[src/rtl/uart_rx_fifo.sv]
// uart_rx_fifo: show-ahead receive buffer that sits behind a UART receiver.
// Each rising edge of finish_in is one received word. The word is stored with
// bit 8 cleared when the link runs 8-bit words. A consumer drains the buffer
// through a valid/ready read port. A sticky overflow flag records any word
// that was dropped because the buffer was full.
//
// Read handshake: rd_valid is high whenever the buffer holds at least one word,
// and rd_data then shows the oldest word. A word is consumed at a rising clk
// edge where rd_valid && rd_ready. rd_valid never waits on rd_ready, and
// rd_ready while empty is ignored.
module uart_rx_fifo #(
    parameter int DEPTH = 8,
    parameter int WIDTH = 9
) (
    input  logic                     clk,
    input  logic                     rst,
    input  logic                     finish_in,
    input  logic [WIDTH-1:0]         data_in,
    input  logic                     word_cfg,
    input  logic                     flush,
    input  logic                     rd_ready,
    input  logic                     clr_ovf,
    output logic                     rd_valid,
    output logic [WIDTH-1:0]         rd_data,
    output logic [$clog2(DEPTH):0]   count,
    output logic                     full,
    output logic                     empty,
    output logic                     overflow
);

    localparam int AW = $clog2(DEPTH);
    localparam int CW = AW + 1;

    // State registers
    logic [AW-1:0]    rd_ptr_q, rd_ptr_d;
    logic [AW-1:0]    wr_ptr_q, wr_ptr_d;
    logic [CW-1:0]    count_q,  count_d;
    logic             ovf_q,    ovf_d;
    logic             finish_prev_q;
    logic [WIDTH-1:0] mem_q [DEPTH];

    // Per-cycle events
    logic             strobe;
    logic             rd_fire;
    logic             wr_accept;
    logic             wr_en;
    logic             ovf_event;
    logic             full_w;
    logic [WIDTH-1:0] wr_word;

    assign full_w  = (count_q == CW'(DEPTH));
    assign strobe  = finish_in & ~finish_prev_q;
    assign rd_fire = rd_ready & (count_q != '0);

    // A full buffer still takes a word when a read frees a slot at the same
    // edge. The new word goes into the slot that is being vacated.
    assign wr_accept = strobe & (~full_w | rd_fire);
    assign ovf_event = strobe & full_w & ~rd_fire;
    assign wr_en     = wr_accept & ~flush;

    // Clear bit 8 when the receiver is configured for 8-bit words.
    generate
        if (WIDTH > 8) begin : g_mask
            // Apply the word-size mask to the incoming word.
            always_comb begin
                wr_word = data_in;
                if (!word_cfg) begin
                    wr_word[8] = 1'b0;
                end
            end
        end else begin : g_nomask
            logic unused_cfg;
            assign unused_cfg = word_cfg;
            assign wr_word    = data_in;
        end
    endgenerate

    // Next-state logic for the pointers, the occupancy count and the overflow flag.
    always_comb begin
        rd_ptr_d = rd_ptr_q;
        wr_ptr_d = wr_ptr_q;
        count_d  = count_q;
        ovf_d    = ovf_q;

        if (flush) begin
            rd_ptr_d = '0;
            wr_ptr_d = '0;
            count_d  = '0;
        end else begin
            if (rd_fire) begin
                rd_ptr_d = rd_ptr_q + AW'(1);
            end
            if (wr_accept) begin
                wr_ptr_d = wr_ptr_q + AW'(1);
            end
            case ({wr_accept, rd_fire})
                2'b10:   count_d = count_q + CW'(1);
                2'b01:   count_d = count_q - CW'(1);
                default: count_d = count_q;
            endcase
        end

        // When clr_ovf and a new overflow event arrive in the same cycle, the
        // set wins. Flush does not touch the flag.
        if (ovf_event) begin
            ovf_d = 1'b1;
        end else if (clr_ovf) begin
            ovf_d = 1'b0;
        end
    end

    // Control state. Reset is asynchronous and active-low.
    always_ff @(posedge clk or negedge rst) begin
        if (!rst) begin
            rd_ptr_q      <= '0;
            wr_ptr_q      <= '0;
            count_q       <= '0;
            ovf_q         <= 1'b0;
            finish_prev_q <= 1'b0;
        end else begin
            rd_ptr_q      <= rd_ptr_d;
            wr_ptr_q      <= wr_ptr_d;
            count_q       <= count_d;
            ovf_q         <= ovf_d;
            finish_prev_q <= finish_in;
        end
    end

    // Storage array. It is not reset, because stale words are never visible
    // while the count is zero.
    always_ff @(posedge clk) begin
        if (wr_en) begin
            mem_q[wr_ptr_q] <= wr_word;
        end
    end

    assign rd_valid = (count_q != '0);
    assign rd_data  = mem_q[rd_ptr_q];
    assign count    = count_q;
    assign full     = full_w;
    assign empty    = (count_q == '0);
    assign overflow = ovf_q;

endmodule

[config.mk]
export PLATFORM = sky130hd
export DESIGN_NAME = uart_rx_fifo
export DESIGN_NICKNAME = d
export VERILOG_FILES = /design/src/rtl/uart_rx_fifo.sv
export SDC_FILE = /design/constraint.sdc
export NUM_CORES = 1
export LEC_CHECK = 0
export ABC_AREA = 1
export BUFFER_PORTS_ARGS = -buffer_cell sky130_fd_sc_hd__buf_2
export CAP_MARGIN = 20
export CORE_MARGIN = 5
export CORE_UTILIZATION = 53
export CTS_BUF_LIST = sky130_fd_sc_hd__clkbuf_16
export DETAILED_ROUTE_END_ITERATION = 8
export GPL_TIMING_DRIVEN = 0
export PLACE_DENSITY = 0.75
export SYNTH_ARGS = -nofsm -noshare
export SYNTH_HDL_FRONTEND = slang
export SYNTH_SLANG_ARGS = --single-unit
[constraint.sdc]
create_clock -name clk -period 2.06 [get_ports clk]
set_clock_uncertainty 0.2 [all_clocks]
set_input_delay 0 -clock clk [delete_from_list [all_inputs] [get_ports clk]]
set_output_delay 0 -clock clk [all_outputs]
set_load 0.005 [all_outputs]
---- Yosys cells after proc, flatten, opt, wreduce, memory -nomap -nowiden ----
Memory sizes are Yosys's and may differ from the RTL's.
Index checks and enable logic that the tools add are counted.
W data, S select, Z words.
storage, ports and cells
  register bits after elaboration ......... 12
  memory bits (writable) .................. 72
  input bits .............................. 16
  output and inout bits ................... 17
  memories kept ........................... 1
memory list
  memory  depth  width  rd ports  clocked after memory_dff  wr ports  RTL line  source
  mem_q   8      9      1         0                         1         40        logic [WIDTH-1:0] mem_q [DEPTH];
cells by class
  $add $sub $neg .......................... 4
  equal/unequal tests ..................... 3
  mux-type cells .......................... 11
  bitwise operators ....................... 11
  reduce and logical (&&, ||, !) cells .... 6
operators with widths
  operator               number
  $mux W3                4
  $pmux W4 S2            1
  $add A3 B1 Y3 const B  2
  $and A1 B1 Y1          6
  $reduce_bool A2 Y1     3
  $mux W1                5
  $add A4 B1 Y4 const B  1
  $eq A4 B4 Y1 const B   1
  $logic_not A4 Y1       1
  $mux W4                1
  $not A1 Y1             4
  $reduce_bool A4 Y1     1
  $sub A4 B1 Y4 const B  1
  $reduce_bool A3 Y1     1
  $eq A2 B1 Y1 const B   1
  $eq A2 B2 Y1 const B   1
  $or A1 B1 Y1           1

---- Logic depth before layout (Yosys ltp) ----
Gate-level depths: netlist of the first run.
  depth in word-level cells ............... 7
  gate-level depth with buffers ........... 14
  depth with buffers taken out ............ 14

---- Least setup slack after synthesis of the first run ----
OpenSTA, ideal clock, no wires.
  kind .................................... reg2reg
  start point ............................. register count_q[0], in the netlist count[0]
  end point ............................... memory mem_q[0][0], enable pin
  data arrival time ....................... 1,433 ps
  setup slack ............................. 52 ps
  cell stages (with the launch flop) ...... 9
  path buffers ............................ 0
  clock period less this slack ............ 2,008 ps
  cell sequence ........................... dfrtp_1 nor2_4 nand3_1 inv_2 nand2_4 nand2_4 nor2_8 nand2_2 nor2_1
between the ends
  longest elaborated chain between the ends .. 7
  elaborated cells between the ends (all ways) .. 9
  those cells by class .................... eq/ne: 1; mux: 2; bitwise: 5; reduce/logical: 1
ends and longest elaborated chain
  what                           RTL line  source
  from (decl)                    37        logic [CW-1:0] count_q, count_d;
  from (signal assigned)         123       count_q <= count_d;
  $eq A4 B4 Y1                   51        assign full_w = (count_q == CW'(DEPTH));
  via full                       26        output logic full,
  $not A1 Y1                     57        assign wr_accept = strobe & (~full_w | rd_fire);
  $or A1 B1 Y1                   57
  $and A1 B1 Y1                  57
  $and A1 B1 Y1                  59        assign wr_en = wr_accept & ~flush;
  $mux W1                        132       if (wr_en) begin
  $mux W1 (implied by the code)  133       mem_q[wr_ptr_q] <= wr_word;
  to (decl)                      40
The timed path passes the listed nets, and every way through them passes these cells.

---- Worst setup path after layout of the first run ----
  start point ............................. register count_q[2], in the netlist count[2]
  end point ............................... memory mem_q[3][0], enable pin
between the ends
  longest elaborated chain between the ends .. 7
  elaborated cells between the ends (all ways) .. 9
  those cells by class .................... eq/ne: 1; mux: 2; bitwise: 5; reduce/logical: 1
ends and longest elaborated chain
  what                                                RTL line
  $reduce_bool A4 Y1 or $eq A4 B4 Y1 (tied branches)  53, 51
  $and A1 B1 Y1 or $not A1 Y1 (tied branches)         53, 57
  $or A1 B1 Y1 (*)                                    57
  $and A1 B1 Y1 (*)                                   57
  $and A1 B1 Y1 (*)                                   59
  $mux W1 (*)                                         132
  $mux W1 (implied by the code) (*)                   133
Every way passes the cells marked *; elsewhere a longest branch is shown, timed or not.

==> flow_summary.json, run 1 <==
{
  "outcome": "finished, violations left",
  "violations": "negative setup slack",
  "avgSynthCellArea_sq_um": 11.1,
  "clock_latency_ns": 0.33,
  "cp_cell_sequence": "inv_1, nand3_1, inv_2, nand2_4, nand2_4, nor2_8, nand2_2, nor2_2",
  "grtUsageTotal_pct": 19.8,
  "critPathMaxFanout": 9,
  "rsz0062_at_grt": "true",
  "n_antenna_cell": 0,
  "holdCritPathClass": "in -> reg",
  "switchingPower_mw": 1.91,
  "hp-start": "finish_in",
  "wl_per_cell_um": 17.0,
  "antenna_found_initial": 0,
  "cts-root-buf": "clkbuf_16",
  "crit_buf_inv": 2,
  "netlist-cell-type-count": 28,
  "io_pins": 33,
  "tightest_slew_ns": 0.620,
  "synthTopCellsByArea": "edfxtp_1 59%, dfrtp_1 8.3%, nor2_1 6.6%, o21ai_0 5.9%, nand2_1 5.3%",
  "nNetsFinal": 416,
  "clk_pin_slew_ns": 0.05,
  "setup_ws_ns": -0.0667,
  "grt_max_degree": 14,
  "place_ws_ns": -0.407,
  "synth_top_cell_by_area": "edfxtp_1",
  "crit_path_top_delay_cell": "nor2_2",
  "clockBufferDepth": 2,
  "setup_viol": 54,
  "ys_ff_latch": 84,
  "max_freq_mhz": 470,
  "critPathKind": "reg -> reg",
  "final_common_cell": "edfxtp_1",
  "gp_congestion": 0.782,
  "num_vias": 2622,
  "yosysTopAreaCellShare_pct": 59.5,
  "clock_sinks": 84,
  "slew_violations": 0,
  "fillerInstances": 478,
  "r2r-end": "mem_q[3][0]",
  "switching_share_pct": 34.8,
  "layout-drive-gt1-share_pct": 24.3,
  "ff2ff_path_depth": 8,
  "cp_common_cell": "nand2_4",
  "worstHoldEndpoint": "finish_prev_q",
  "drc": 0,
  "grt_overflow": 0,
  "wirelength_um": 8160,
  "cts_tree": "done",
  "dp_hpwl_um": 5020,
  "hold_viol_final": 0,
  "dieArea_sq_um": 8610,
  "syn_inst": 326,
  "peakVddDrop_mv": 1.08,
  "multi_input_area_sq_um": 1090,
  "power_mw": 5.48,
  "comb_power_share_pct": 38.2,
  "max_slew_margin_pct": 58.6,
  "endpoint_kind": "flip-flop",
  "die_x_um": 92.8,
  "yosysSeqAreaShare_pct": 67.7,
  "fin_crit_sh_pct": 103,
  "portBuffers": 32,
  "htreeDepth": 3,
  "cts_buffers": 9,
  "regToRegStartpoint": "count[2]",
  "pwr-share-clk_pct": 25.4,
  "synth_warnings": 0,
  "p_leak_nw": 1.81,
  "post-route-min-period_ns": 2.13,
  "final_cell_mix": "72 x edfxtp_1, 56 x nor2_1, 51 x nand2_1",
  "start_util_pct": 54.1,
  "worstPathArrival_ns": 1.90,
  "seqCellArea_sq_um": 2470,
  "synth_nets": 347,
  "p_per_area_nw_per_um2": 1220,
  "fp-row-count": 30,
  "p_int_mw": 3.58,
  "dr.pass1.iters": 5,
  "hold_path_depth": 2,
  "pwr-share-seq_pct": 36.4,
  "grt_pass1_wl_um": 12600,
  "viasPerCell": 5.47,
  "netlist_area_sq_um": 3630,
  "grt_pass1_vias": 2497,
  "maxCapViolCount": 0,
  "max_stage_delay_ns": 0.50,
  "cp-start-kind": "flip-flop",
  "path_delay_family": "simple AND/OR/NAND/NOR gates",
  "r2r_slack_ns": -0.07,
  "syn_to_final_growth_pct": 24.1,
  "worst-endpoint-required_ns": 1.83,
  "drtIter0Drc": 315,
  "coreArea_sq_um": 6720,
  "ant_nets": 0,
  "die_y_um": 92.8
}
area by class of cell:
class | count | area share [%]
Buffer | 14 | 2.72
Multi-Input combinational cell | 208 | 24.1
Clock buffer | 9 | 4.99
Tap cell | 80 | 2.22
Clock inverter | 6 | 0.749
Inverter | 20 | 1.66
Timing Repair Buffer | 58 | 8.88
Sequential cell | 84 | 54.7
power groups by stage:
stage | registers, mW | logic (mW) | clock network, mW
after detailed placement | 2.03 | 1.76 | 0
after floorplan | 2.02 | 1.14 | 0
after global routing | 2.00 | 2.32 | 1.50
after global placement | 2.03 | 1.73 | 0
final | 1.99 | 2.10 | 1.39
after CTS | 2.00 | 1.84 | 1.40
how the worst max path moves through the flow:
stage                        start  slack [ns]  depth (start not counted)           to
after detailed placement  count[0]       -0.41                          8  mem_q[1][0]
after CTS                 count[0]       -0.08                          8  mem_q[1][2]
after floorplan           count[0]        0.05                          8  mem_q[0][0]
after global placement    count[0]       -0.35                          8  mem_q[1][2]
final                     count[2]       -0.07                          8  mem_q[3][0]
after global routing      count[2]       -0.16                          8  mem_q[1][4]
flip-flops by register name, summed over array words and instances (netlist names):
name / count
count: 4
rd_ptr_q: 3
wr_ptr_q: 3
mem_q: 72
overflow: 1
finish_prev_q: 1
cell usage after synthesis (all sizes together):
cell,n
xor2,2
nor3,1
nand2,57
a21oi,2
clkbuf,2
nand4,2
buf,12
nand3,13
o21ai,56
a211oi,1
ha,4
dfrtp,12
o22ai,1
nor2,68
edfxtp,72
fa,1
inv,20
repair_timing:
item / in CTS / in global routing
setup endpoints to repair: 82 / 74
buffers inserted: 0 / 8
hold endpoints to repair: 96 / 0
gates resized for setup: 16 / 24
pin swaps: 1 / 3
hold buffers: 18 / 0
layer usage:
| metal | vias to the layer above | share of wire, % | GRT usage (%) |
|---|---|---|---|
| met5 | - | 0 | 0 |
| met2 | 112 | 51 | 33.1 |
| met1 | 1245 | 39 | 25.3 |
| li1 | 1255 | - | - |
| met4 | 0 | 1.4 | 7.33 |
| met3 | 10 | 8.3 | 4.39 |
cell families (layout without fill, tap and decap cells):
kind of cell / count (synthesis) / after routing / share of synthesized area, %
adder cells (fa/ha/maj): 5 / 5 / 1.93
AND/OR/NAND/NOR: 141 / 141 / 17.2
buffers and inverters: 34 / 107 / 4.17
flip-flops: 84 / 84 / 67.7
XOR/XNOR: 2 / 2 / 0.482
AO/OA/AOI/OAI: 60 / 60 / 8.47
through the flow:
| step | hold WS [ns] | cells | utilization [%] | setup TNS, ns | instance area, sq um |
|---|---|---|---|---|---|
| 2_1_floorplan | -0.496 | 326 | - | 0 | 3630 |
| 3_3_place_gp | -0.306 | 438 | 58.0 | -22.33 | 3890 |
| 3_5_place_dp | -0.306 | 438 | 58.0 | -26.33 | 3890 |
| 4_1_cts | 0.117 | 471 | 65.1 | -3.34 | 4370 |
| 5_1_grt | 0.163 | 479 | 67.1 | -7.24 | 4510 |
| 6_report | 0.139 | 479 | 67.1 | -2.68 | 4510 |
No activity file was read; power rests on OpenSTA's default activity.
==> run 2: changes to the inputs <==
--- a/config.mk
+++ b/config.mk
@@ -6,6 +6,7 @@
 export NUM_CORES = 1
 export LEC_CHECK = 0
 export ABC_AREA = 1
+export ABC_CLOCK_PERIOD_IN_PS = 2060
 export BUFFER_PORTS_ARGS = -buffer_cell sky130_fd_sc_hd__buf_2
 export CAP_MARGIN = 20
 export CORE_MARGIN = 5
@@ -14,6 +15,7 @@
 export DETAILED_ROUTE_END_ITERATION = 8
 export GPL_TIMING_DRIVEN = 0
 export PLACE_DENSITY = 0.75
+export SKIP_CTS_REPAIR_TIMING = 1
 export SYNTH_ARGS = -nofsm -noshare
 export SYNTH_HDL_FRONTEND = slang
 export SYNTH_SLANG_ARGS = --single-unit
==> flow_summary.json, run 2 (same netlist as run 1, synthesis figures left out) <==
{
  "outcome": "finished, violations left",
  "violations": "negative setup slack",
  "use_met2_pct": 31.2,
  "pwr-share-clk_pct": 25.5,
  "n_antenna_cell": 0,
  "portBuffers": 32,
  "wl_per_cell_um": 17.3,
  "final_common_cell": "edfxtp_1",
  "fp-row-count": 30,
  "p_leak_nw": 1.81,
  "critPathMaxFanout": 9,
  "grtUsageTotal_pct": 19.1,
  "design_area_sq_um": 4520,
  "maxCapViolCount": 0,
  "cts-root-buf": "clkbuf_16",
  "pwr-share-seq_pct": 36.2,
  "final_cell_mix": "72 x edfxtp_1, 56 x nor2_1, 51 x nand2_1",
  "coreArea_sq_um": 6720,
  "holdCritPathClass": "in -> reg",
  "ant_nets": 0,
  "setup_viol": 27,
  "cp-start-kind": "flip-flop",
  "num_vias": 2609,
  "largest-register": "mem_q",
  "place_ws_ns": -0.407,
  "setup_ws_ns": -0.0876,
  "post-route-min-period_ns": 2.15,
  "die_x_um": 92.8,
  "worst-endpoint-required_ns": 1.83,
  "grt_pass1_vias": 2391,
  "wirelength_um": 8310,
  "max_freq_mhz": 466,
  "dr.pass1.iters": 5,
  "clockBufferDepth": 2,
  "setup_tns_ns": -1.67,
  "drc": 0,
  "nNetsFinal": 417,
  "use_met3_pct": 4.39,
  "p_int_mw": 3.57,
  "endpoint_kind": "flip-flop",
  "dieArea_sq_um": 8610,
  "peakVddDrop_mv": 1.09,
  "worstPathArrival_ns": 1.91,
  "drtIter0Drc": 244,
  "clk_pin_slew_ns": 0.06,
  "grt_max_degree": 14,
  "final_util_pct": 67.3,
  "max_slew_margin_pct": 57.7,
  "p_per_area_nw_per_um2": 1220,
  "gp_congestion": 0.782,
  "largest_reg_flops": 72,
  "tightest_slew_ns": 0.633,
  "io_pins": 33,
  "fillerInstances": 478,
  "busiest_layer": "met2",
  "grtUsageMet1_pct": 25.2,
  "cts_tree": "done",
  "htreeDepth": 3,
  "instances_no_fill": 480,
  "rsz0062_at_grt": "true",
  "r2r_slack_ns": -0.09,
  "comb_power_share_pct": 38.3,
  "grt_overflow": 0,
  "switching_share_pct": 35.1,
  "syn_to_final_growth_pct": 24.4,
  "grt_pass1_wl_um": 12100,
  "clock_sinks": 84,
  "power_mw": 5.49,
  "layout-drive-gt1-share_pct": 24.5,
  "clock_latency_ns": 0.33,
  "place_area_sq_um": 3890,
  "critPathKind": "reg -> reg",
  "slew_violations": 0,
  "antenna_found_initial": 0,
  "die_y_um": 92.8,
  "dpl.cell_count": 438,
  "viasPerCell": 5.44,
  "hold_viol_final": 0,
  "dp_hpwl_um": 5020,
  "start_util_pct": 54.1,
  "hold_ws_ns": 0.141,
  "switchingPower_mw": 1.93,
  "cts_buffers": 9,
  "fin_crit_sh_pct": 104
}
-- run 2: critical path, stage by stage, from the launching register on --
cell,delay (ns)
dfrtp_2,0.41
inv_1,0.05
nand3_1,0.14
inv_2,0.08
nand2_4,0.08
nand2_4,0.08
nor2_8,0.10
nand2_2,0.11
nor2_2,0.52
-- run 2: layout make-up --
type	instances	area (sq um)	area share (%)
Clock buffer	9	225	4.98
Multi-Input combinational cell	208	1100	24.4
Sequential cell	84	2470	54.6
Timing Repair Buffer	59	408	9.02
Buffer	14	110	2.44
Inverter	20	75.1	1.66
Clock inverter	6	33.8	0.747
Tap cell	80	100	2.21
-- run 2: path summary, 6_finish.rpt --
kind	start	endpoint	cells after the start
max	count[2]	mem_q[3][0]	8
min	finish_in	finish_prev_q	2
max reg2reg	count[2]	mem_q[3][0]	8
min reg2reg	finish_prev_q	wr_ptr_q[2]	3
max in group asynchronous	rst	count[1]	3
min in group asynchronous	rst	overflow	3
-- run 2: routing by layer --
metal / routed length [um] / vias to the layer above
li1: - / 1253
met1: 3390 / 1246
met2: 4240 / 96
met3: 539 / 14
met4: 141 / 0
met5: 0 / -
-- run 2: power by group through the flow --
| stage | sequential (mW) | clock [mW] | combinational (mW) |
|---|---|---|---|
| final | 1.99 | 1.40 | 2.10 |
| after global routing | 2.00 | 1.50 | 2.32 |
| after CTS | 2.00 | 1.40 | 1.77 |
| after detailed placement | 2.03 | 0 | 1.76 |
| after global placement | 2.03 | 0 | 1.73 |
| after floorplan | 2.02 | 0 | 1.14 |
